===== config.mk =====
export PLATFORM = sky130hd
export DESIGN_NAME = sram_writeback_flat
export DESIGN_NICKNAME = d
export VERILOG_FILES = /design/src/rtl/sram_writeback_pkg.sv /design/src/rtl/sram_writeback_if.sv /design/src/rtl/sram_writeback_sync_fifo.sv /design/src/rtl/sram_writeback.sv /design/src/flat_wrapper.sv
export SDC_FILE = /design/constraint.sdc
export NUM_CORES = 1
export LEC_CHECK = 0
export CORE_MARGIN = 2
export CORE_UTILIZATION = 57
export DETAILED_ROUTE_END_ITERATION = 12
export DONT_BUFFER_PORTS = 1
export HOLD_SLACK_MARGIN = 0.1
export PLACE_DENSITY = 0.74
export REMOVE_ABC_BUFFERS = 1
export SYNTH_ARGS = -nofsm -noshare
export SYNTH_HDL_FRONTEND = slang
export SYNTH_SLANG_ARGS = --single-unit

===== constraint.sdc =====
create_clock -name clk -period 7.45 [get_ports clk]
set_clock_uncertainty 0.15 [all_clocks]
set_input_delay 1.8625 -clock clk [delete_from_list [all_inputs] [get_ports clk]]
set_output_delay 1.8625 -clock clk [all_outputs]
set_load 0.02 [all_outputs]

===== src/rtl/sram_writeback_pkg.sv =====
// Shared widths and types for the SRAM write-back stage.
package sram_writeback_pkg;

  localparam int SRAM_DATA_W = 64;
  localparam int SRAM_ADDR_W = 13;
  localparam int SRAM_LEN_W  = 16;

  typedef logic [1:0] wb_state_t;

endpackage


===== src/rtl/sram_writeback_if.sv =====
// SRAM write port: request, address and data out; grant back.
// Handshake: a write completes in the cycle sram_wr_en_o && sram_gnt_i;
// until then sram_wr_en_o, sram_addr_o and sram_wdata_o hold steady.
interface sram_writeback_if
  import sram_writeback_pkg::*;
#(
  parameter int DATA_WIDTH = SRAM_DATA_W,
  parameter int ADDR_WIDTH = SRAM_ADDR_W
);
  logic                  sram_wr_en_o;
  logic [ADDR_WIDTH-1:0] sram_addr_o;
  logic [DATA_WIDTH-1:0] sram_wdata_o;
  logic                  sram_gnt_i;

  modport master (
    output sram_wr_en_o,
    output sram_addr_o,
    output sram_wdata_o,
    input  sram_gnt_i
  );

  modport slave (
    input  sram_wr_en_o,
    input  sram_addr_o,
    input  sram_wdata_o,
    output sram_gnt_i
  );
endinterface


===== src/rtl/sram_writeback_sync_fifo.sv =====
// Small synchronous FIFO with combinational head; push while full is
// accepted when a pop happens in the same cycle.
module sync_fifo #(
  parameter int DATA_WIDTH = 64,
  parameter int DEPTH      = 4
) (
  input  logic                  clk,
  input  logic                  rst,
  input  logic                  push,
  input  logic [DATA_WIDTH-1:0] wdata,
  input  logic                  pop,
  output logic [DATA_WIDTH-1:0] head,
  output logic                  full,
  output logic                  empty
);
  localparam int PTR_W = $clog2(DEPTH);
  localparam logic [PTR_W:0] CNT_FULL = (PTR_W+1)'(DEPTH);

  logic [DATA_WIDTH-1:0] mem [DEPTH];
  logic [PTR_W-1:0]      wr_ptr;
  logic [PTR_W-1:0]      rd_ptr;
  logic [PTR_W:0]        count;
  logic                  do_push;
  logic                  do_pop;

  assign empty   = (count == '0);
  assign full    = (count == CNT_FULL);
  assign do_pop  = pop && !empty;
  assign do_push = push && (!full || do_pop);
  assign head    = mem[rd_ptr];

  // Storage is cleared on reset so the head reads zero after reset.
  always_ff @(posedge clk) begin
    if (rst) begin
      wr_ptr <= '0;
      rd_ptr <= '0;
      count  <= '0;
      for (int i = 0; i < DEPTH; i++) mem[i] <= '0;
    end else begin
      if (do_push) begin
        mem[wr_ptr] <= wdata;
        wr_ptr      <= wr_ptr + PTR_W'(1);
      end
      if (do_pop) rd_ptr <= rd_ptr + PTR_W'(1);
      case ({do_push, do_pop})
        2'b10:   count <= count + (PTR_W+1)'(1);
        2'b01:   count <= count - (PTR_W+1)'(1);
        default: count <= count;
      endcase
    end
  end
endmodule


===== src/rtl/sram_writeback.sv =====
// Buffers repacker words and writes them to SRAM at consecutive addresses
// from a programmed base; pulses done after the programmed word count.
module sram_writeback
  import sram_writeback_pkg::*;
#(
  parameter int DATA_WIDTH = SRAM_DATA_W,
  parameter int ADDR_WIDTH = SRAM_ADDR_W,
  parameter int LEN_WIDTH  = SRAM_LEN_W,
  parameter int FIFO_DEPTH = 4
) (
  input  logic                  clk,
  input  logic                  rst,
  input  logic                  start_i,
  input  logic [ADDR_WIDTH-1:0] base_addr_i,
  input  logic [LEN_WIDTH-1:0]  num_words_i,
  input  logic                  in_valid,
  input  logic [DATA_WIDTH-1:0] data_i,
  sram_writeback_if.master      sram,
  output logic                  busy_o,
  output logic                  done_o,
  output logic                  overflow_o,
  output wb_state_t             state_dbg
);
  localparam logic [1:0] ST_IDLE = 2'd0;
  localparam logic [1:0] ST_RUN  = 2'd1;
  localparam logic [1:0] ST_DONE = 2'd2;

  wb_state_t             state;
  logic [ADDR_WIDTH-1:0] addr_q;
  logic [LEN_WIDTH-1:0]  num_words_q;
  logic [LEN_WIDTH-1:0]  accepted;
  logic [LEN_WIDTH-1:0]  written;
  logic [LEN_WIDTH-1:0]  written_nxt;
  logic                  overflow_q;

  logic                  fifo_full;
  logic                  fifo_empty;
  logic [DATA_WIDTH-1:0] fifo_head;
  logic                  wr_en;
  logic                  pop;
  logic                  push;
  logic                  drop;
  logic                  start_acc;

  // The request side depends only on registered state and FIFO contents.
  assign wr_en       = (state == ST_RUN) && !fifo_empty;
  assign pop         = wr_en && sram.sram_gnt_i;
  assign push        = in_valid && (state == ST_RUN) && (accepted < num_words_q)
                       && (!fifo_full || pop);
  assign drop        = in_valid && !push;
  assign start_acc   = (state == ST_IDLE) && start_i;
  assign written_nxt = written + LEN_WIDTH'(pop);

  assign sram.sram_wr_en_o = wr_en;
  assign sram.sram_addr_o  = addr_q;
  assign sram.sram_wdata_o = fifo_head;
  assign busy_o            = (state != ST_IDLE);
  assign done_o            = (state == ST_DONE);
  assign overflow_o        = overflow_q;
  assign state_dbg         = state;

  sync_fifo #(
    .DATA_WIDTH (DATA_WIDTH),
    .DEPTH      (FIFO_DEPTH)
  ) u_fifo (
    .clk   (clk),
    .rst   (rst),
    .push  (push),
    .wdata (data_i),
    .pop   (pop),
    .head  (fifo_head),
    .full  (fifo_full),
    .empty (fifo_empty)
  );

  always_ff @(posedge clk) begin
    if (rst) begin
      state       <= ST_IDLE;
      addr_q      <= '0;
      num_words_q <= '0;
      accepted    <= '0;
      written     <= '0;
      overflow_q  <= 1'b0;
    end else begin
      case (state)
        ST_IDLE: begin
          if (start_i) begin
            state       <= ST_RUN;
            addr_q      <= base_addr_i;
            num_words_q <= num_words_i;
            accepted    <= '0;
            written     <= '0;
          end
        end
        ST_RUN: begin
          if (push) accepted <= accepted + LEN_WIDTH'(1);
          if (pop) begin
            addr_q  <= addr_q + ADDR_WIDTH'(1);
            written <= written_nxt;
          end
          // Looking at the post-grant count puts DONE right after the last grant.
          if (written_nxt == num_words_q) state <= ST_DONE;
        end
        ST_DONE: state <= ST_IDLE;
        default: state <= ST_IDLE;
      endcase

      if (start_acc)  overflow_q <= drop;
      else if (drop)  overflow_q <= 1'b1;
    end
  end
endmodule


===== src/flat_wrapper.sv =====
// flat-port wrapper written by rule: the top's interface ports become plain ports
module sram_writeback_flat import sram_writeback_pkg::*;
#(
  parameter int DATA_WIDTH = SRAM_DATA_W,
  parameter int ADDR_WIDTH = SRAM_ADDR_W,
  parameter int LEN_WIDTH  = SRAM_LEN_W,
  parameter int FIFO_DEPTH = 4
)
  (clk, rst, start_i, base_addr_i, num_words_i, in_valid, data_i, busy_o, done_o, overflow_o, state_dbg, sram_sram_wr_en_o, sram_sram_addr_o, sram_sram_wdata_o, sram_sram_gnt_i);
  sram_writeback_if #(.DATA_WIDTH(DATA_WIDTH), .ADDR_WIDTH(ADDR_WIDTH)) sram_i ();
  input  logic clk;
  input  logic rst;
  input  logic start_i;
  input  logic [ADDR_WIDTH-1:0] base_addr_i;
  input  logic [LEN_WIDTH-1:0] num_words_i;
  input  logic in_valid;
  input  logic [DATA_WIDTH-1:0] data_i;
  output logic busy_o;
  output logic done_o;
  output logic overflow_o;
  output wb_state_t state_dbg;
  output wire logic [$bits(sram_i.sram_wr_en_o)-1:0] sram_sram_wr_en_o;
  output wire logic [$bits(sram_i.sram_addr_o)-1:0] sram_sram_addr_o;
  output wire logic [$bits(sram_i.sram_wdata_o)-1:0] sram_sram_wdata_o;
  input wire logic [$bits(sram_i.sram_gnt_i)-1:0] sram_sram_gnt_i;
  assign sram_sram_wr_en_o = sram_i.sram_wr_en_o;
  assign sram_sram_addr_o = sram_i.sram_addr_o;
  assign sram_sram_wdata_o = sram_i.sram_wdata_o;
  assign sram_i.sram_gnt_i = sram_sram_gnt_i;
  sram_writeback #(.DATA_WIDTH(DATA_WIDTH), .ADDR_WIDTH(ADDR_WIDTH), .LEN_WIDTH(LEN_WIDTH), .FIFO_DEPTH(FIFO_DEPTH)) u_core (.clk(clk), .rst(rst), .start_i(start_i), .base_addr_i(base_addr_i), .num_words_i(num_words_i), .in_valid(in_valid), .data_i(data_i), .sram(sram_i), .busy_o(busy_o), .done_o(done_o), .overflow_o(overflow_o), .state_dbg(state_dbg));
endmodule

==> flow_summary.json, run 1 <==
{
  "yosysUniqueCellTypes": 70,
  "final_util": 0.622,
  "netlist_area_um2": 15600,
  "min-delay-start": "u_core.written[0]$_SDFFE_PP0P_",
  "drtAntennaViolNets": 0,
  "htree_levels": 2,
  "die_area_um2": 28700,
  "finalCriticalPeriod_ps": 4860,
  "cts_hold_buf": 0,
  "cts-root-buf": "clkbuf_16",
  "grt.met2_usage": 0.409,
  "cp-start-kind": "input port",
  "synth-edff-count": 256,
  "vias": 9555,
  "cts.sinks": 329,
  "wl_mm": 33.2,
  "power.density_nw_per_um2": 250,
  "r2r_setup_slack_ps": 3140,
  "drcViolationCount": 0,
  "p_leak_nw": 5.60,
  "final_common_cell": "edfxtp_1",
  "synth_flop_cell": "edfxtp_1",
  "area_delta_synth_final_pct": 7.31,
  "setup_viol": 0,
  "final_cell_mix": "256 x edfxtp_1, 202 x nor2_1, 100 x nor2_2",
  "viasPerCell": 5.99,
  "cap_violations": 0,
  "start_util": 0.580,
  "cts_made_buffers": 34,
  "timing.final.crit_share": 0.652,
  "drive_above_1_share": 0.204,
  "hold_depth": 2,
  "rsz0062_at_grt": "false",
  "io_buffer_count": 0,
  "finalInstanceArea_um2": 16700,
  "clock_latency_ps": 500,
  "seq_area_frac_synth": 0.587,
  "grt_busiest_layer": "met2",
  "die_h_um": 169,
  "rr_worst_depth": 13,
  "ios": 181,
  "path_class": "input port to register",
  "tns_ps": 0,
  "worstMarginPinSlew_ps": 1140,
  "fmax_ghz": 0.206,
  "nets": 1349,
  "grt_usage": 0.234,
  "timing.hold.worst_endpoint": "u_core.written[0]$_SDFFE_PP0P_",
  "synth-async-reset-ratio": 0,
  "fin_ws_ps": 2590,
  "cts-resized-gates": 0,
  "dpl.hpwl_mm": 19.1,
  "ir_drop_mv": 0.198,
  "antenna_found_initial": 0,
  "diodes": 0,
  "worstReg2RegEnd": "u_core.state_dbg[1]$_SDFFE_PP0P_",
  "timing.rr.start": "u_core.state_dbg[0]$_SDFFE_PP0P_",
  "grt_overflow": 0,
  "cp_max_fo": 64,
  "ys_ff_latch": 329,
  "die_width_um": 169,
  "rows": 60,
  "grt_use_met1": 0.298,
  "cts_setup_buffers": 0,
  "dp_cells": 1535,
  "first_global_vias": 9762,
  "hp-class": "register to register",
  "slew_headroom": 0.237,
  "synth_cells": 1270,
  "slew_viol_final": 0,
  "outcome": "complete, no violations",
  "placed_area_um2": 15600,
  "finalHoldViolations": 0,
  "worstSetupEndpointType": "register",
  "grt_first_pass_wirelength_mm": 52.4,
  "cts_tree": "done",
  "place.gp.congestion": 0.809,
  "grt_max_degree": 142,
  "firstDrtPassIters": 5,
  "place_ws_ps": 2060,
  "ys.warnings.count": 0,
  "cp.arrival_ps": 4740,
  "coreArea_um2": 26900,
  "final_cells": 1596,
  "cp.required_ps": 7330,
  "drt_iter0_drc": 901,
  "clockBufferDepth": 3,
  "syn_avg_cell_area_um2": 12.3,
  "clk_pin_slew_ps": 60,
  "detail_route.wl_per_cell_um": 20.8,
  "grt_use_met3": 0.0422
}
==> registers in the layout (all words and copies together), names as in the netlist, named ones only <==
register                 count
u_core.state_dbg             2
u_core.u_fifo.count          3
u_core.u_fifo.mem          256
u_core.overflow_o            1
u_core.num_words_q          16
u_core.written              16
u_core.u_fifo.rd_ptr         2
u_core.sram.sram_addr_o     13
u_core.accepted             16
u_core.u_fifo.wr_ptr         2
==> metal layers <==
metal  vias up  wire length (um)
met4         0               907
met2       316             16900
met3        62              2040
met1      4681             13400
li1       4496                 -
met5         -                 0
==> where the power goes <==
part / switching [mW] / total, mW / internal (mW)
logic: 0.269 / 0.387 / 0.119
registers: 0.0585 / 2.13 / 2.07
clock network: 0.685 / 1.66 / 0.979
==> cell families after synthesis <==
kind of cell / after synthesis / share of synthesized area
multiplexers: 65 / 0.0932
flip-flops: 329 / 0.587
buffers and inverters: 115 / 0.0398
XOR/XNOR: 28 / 0.0157
AND/OR/NAND/NOR: 554 / 0.182
adder cells (fa/ha/maj): 21 / 0.0173
AO/OA/AOI/OAI: 158 / 0.0643
==> critical path, stage by stage <==
cell and delay (ps):
or4b_2 600, nand4b_1 120, a21oi_1 80, o21a_4 210, inv_2 580, or3_4 580, nand2b_4 630
==> synth_stat cells, types with 4 or more instances <==
library cell    n  area [um2]
o22ai_1         4        25.0
nand2_1        77         289
nor3_1         12        60.1
nor2_2        100         626
nor2_1        202         758
nand4_1         9        56.3
a311oi_1       12         105
a21oi_1        64         320
buf_6          13         146
ha_1           20         250
xnor2_1        19         166
a31oi_1        11        68.8
nor2_4         10         113
and4_1          4        35.0
a21o_1          6        45.0
a211oi_1       12        90.1
nand3b_1        4        30.0
buf_1           7        26.3
and3_1          5        31.3
dfxtp_1        73        1460
o31ai_1         4        30.0
or3_1          11        68.8
nand3_1        31         155
clkbuf_1       41         154
mux4_2         64        1440
edfxtp_1      256        7690
buf_2          16        80.1
inv_1          27         101
o21ai_0        23         115
nand2b_1       69         432
xor2_1          9        78.8
clkbuf_8        4        55.1
==> how the worst max path moves through the flow <==
stage	endpoint	depth (start not counted)	from	slack, ps
after global placement	u_core.u_fifo.mem[0][63]$_SDFFCE_PN0P_	8	sram_sram_gnt_i	2070
final	u_core.u_fifo.mem[0][50]$_SDFFCE_PN0P_	7	sram_sram_gnt_i	2590
after CTS	u_core.u_fifo.mem[0][63]$_SDFFCE_PN0P_	8	sram_sram_gnt_i	2590
after floorplan	u_core.u_fifo.mem[0][0]$_SDFFCE_PN0P_	7	sram_sram_gnt_i	-1280
after detailed placement	u_core.u_fifo.mem[0][63]$_SDFFCE_PN0P_	8	sram_sram_gnt_i	2060
after global routing	u_core.u_fifo.mem[0][0]$_SDFFCE_PN0P_	8	sram_sram_gnt_i	2440
==> metrics by stage <==
step	power, mW	hold slack, ps
after floorplan	2.45	294
after global placement	2.55	306
after detailed placement	2.56	315
after CTS	4.22	323
after global routing	4.33	351
final	4.18	330
==> cell type report <==
type,instances,area (um2)
sequential,329,9150
clock inverter,18,179
fill,2032,10200
tap,341,427
clock buffer,43,916
timing repair buffer,11,82.6
inverter,28,105
multi-input combinational,826,5850
Note: power is estimated with default switching activity, not from simulation.
==> inputs of run 2 (changes only) <==
==> constraint.sdc (replaced) <==
create_clock -name clk -period 4.9 [get_ports clk]
set_clock_uncertainty 0.15 [all_clocks]
set_input_delay 1.225 -clock clk [delete_from_list [all_inputs] [get_ports clk]]
set_output_delay 1.225 -clock clk [all_outputs]
set_load 0.02 [all_outputs]
==> flow_summary.json, run 2 (synthesis gave the netlist of run 1 again) <==
{
  "outcome": "complete, no violations",
  "clk_pin_slew_ps": 60,
  "dpl.hpwl_mm": 19.6,
  "cp_cell_sequence": "nand2b_1 -> nor2_1 -> nand2_1 -> buf_4 -> inv_1 -> ha_1 -> and4_1 -> and3_4 -> o22ai_1 -> a2111o_1 -> nor4b_2 -> nand2_1 -> nor3_2",
  "cp-start-kind": "register",
  "fin_ws_ps": 1130,
  "firstDrtPassIters": 5,
  "rows": 60,
  "cp_slowest_stage_delay_ps": 520,
  "wl_mm": 33.3,
  "clockBufferDepth": 3,
  "critPathTopFamily": "simple AND/OR/NAND/NOR gates",
  "worstMarginPinSlew_ps": 1050,
  "detail_route.wl_per_cell_um": 20.7,
  "nets": 1358,
  "cts_hold_buf": 0,
  "ir_drop_mv": 0.244,
  "start_util": 0.580,
  "cap_violations": 0,
  "antenna_found_initial": 1,
  "critPathSlowestCell": "dfxtp_1",
  "path_class": "register to register",
  "final_common_cell": "edfxtp_1",
  "tns_ps": 0,
  "critPathBufInv": 2,
  "ios": 181,
  "slew_headroom": 0.303,
  "power.density_nw_per_um2": 375,
  "hold_depth": 2,
  "r2r_setup_slack_ps": 1130,
  "coreArea_um2": 26900,
  "timing.final.crit_share": 0.770,
  "grt_usage": 0.234,
  "htree_levels": 2,
  "cts_made_buffers": 36,
  "p_leak_nw": 5.64,
  "cts-resized-gates": 0,
  "min-delay-start": "u_core.written[0]$_SDFFE_PP0P_",
  "cp_max_fo": 17,
  "place_ws_ps": 947,
  "die_area_um2": 28700,
  "fmax_ghz": 0.265,
  "multi_input_area_um2": 5850,
  "cp.arrival_ps": 4050,
  "die_h_um": 169,
  "cp.required_ps": 5180,
  "cts_tree": "done",
  "die_width_um": 169,
  "finalCriticalPeriod_ps": 3770,
  "io_buffer_count": 0,
  "slew_viol_final": 0,
  "worstReg2RegEnd": "u_core.state_dbg[1]$_SDFFE_PP0P_",
  "cpMostUsedCell": "nand2_1",
  "drcViolationCount": 0,
  "vias": 9678,
  "viasPerCell": 6.02,
  "largest_register": "u_core.u_fifo.mem",
  "place.gp.congestion": 0.894,
  "grt_overflow": 0,
  "grt_first_pass_wirelength_mm": 52.3,
  "timing.hold.worst_endpoint": "u_core.written[0]$_SDFFE_PP0P_",
  "finalHoldViolations": 0,
  "largest_register_ffs": 256,
  "drtAntennaViolNets": 0,
  "setup_viol": 0,
  "cts.sinks": 329,
  "first_global_vias": 9675,
  "final_cell_mix": "256 x edfxtp_1, 202 x nor2_1, 100 x nor2_2",
  "hp-class": "register to register",
  "rr_worst_depth": 13,
  "drive_above_1_share": 0.207,
  "seqCellArea_um2": 9150,
  "drt_iter0_drc": 1020,
  "grt_max_degree": 142,
  "timing.rr.start": "u_core.state_dbg[0]$_SDFFE_PP0P_",
  "nFillCells": 2058,
  "cts_setup_buffers": 0,
  "rsz0062_at_grt": "false",
  "area_delta_synth_final_pct": 7.77,
  "worstSetupEndpointType": "register",
  "cts-root-buf": "clkbuf_16",
  "clock_latency_ps": 510
}
## run 2: per-layer routing
layer  up-vias  routed length, um  global-route usage
met2       358              17100               0.400
met5         -                  0                   0
met4         0                771              0.0769
met3        60               2380              0.0448
met1      4733              13000               0.303
li1       4527                  -                   -
## run 2: final cells by class
class / count / area share
Timing Repair Buffer: 18 / 0.0110
Antenna cell: 1 / 0.000149
Inverter: 28 / 0.00626
Clock inverter: 18 / 0.00738
Clock buffer: 46 / 0.0559
Sequential cell: 329 / 0.545
Multi-Input combinational cell: 826 / 0.349
Tap cell: 341 / 0.0254
## run 2: worst max path at each step
stage                                           startpoint                                     to  slack [ps]  cells after the start
after floorplan                            sram_sram_gnt_i  u_core.u_fifo.mem[0][0]$_SDFFCE_PN0P_       -3190                      7
after global placement                     sram_sram_gnt_i    u_core.u_fifo.count[2]$_SDFFE_PP0P_        1000                     11
after detailed placement                   sram_sram_gnt_i    u_core.u_fifo.count[2]$_SDFFE_PP0P_         950                     11
after CTS                                         register                  sram_sram_wdata_o[24]        1080                      2
after global routing      u_core.state_dbg[0]$_SDFFE_PP0P_       u_core.state_dbg[1]$_SDFFE_PP0P_         820                     13
final                     u_core.state_dbg[0]$_SDFFE_PP0P_       u_core.state_dbg[1]$_SDFFE_PP0P_        1130                     13
## run 2: worst min-delay path, delay by kind of cell, from the launching register on
family | cells | cell delay (ps)
AOI/OAI and AO/OA | 1 | 50
DFF | 1 | 330
and+or+nand+nor | 1 | 60
## run 2: power breakdown
part / internal [mW] / total [mW] / switching (mW)
sequential: 3.15 / 3.24 / 0.0874
combinational: 0.189 / 0.601 / 0.412
clock: 1.41 / 2.46 / 1.05
total: 4.75 / 6.30 / 1.55
## run 2: metrics by stage
stage / util / std cells / instance area [um2] / hold slack (ps) / total power, mW
2_1_floorplan: - / 1183 / 15100 / 294 / 3.73
3_3_place_gp: 0.585 / 1542 / 15700 / 311 / 3.88
3_5_place_dp: 0.585 / 1542 / 15700 / 322 / 3.90
4_1_cts: 0.625 / 1606 / 16800 / 329 / 6.34
5_1_grt: 0.625 / 1607 / 16800 / 361 / 6.52
6_report: 0.625 / 1607 / 16800 / 332 / 6.30
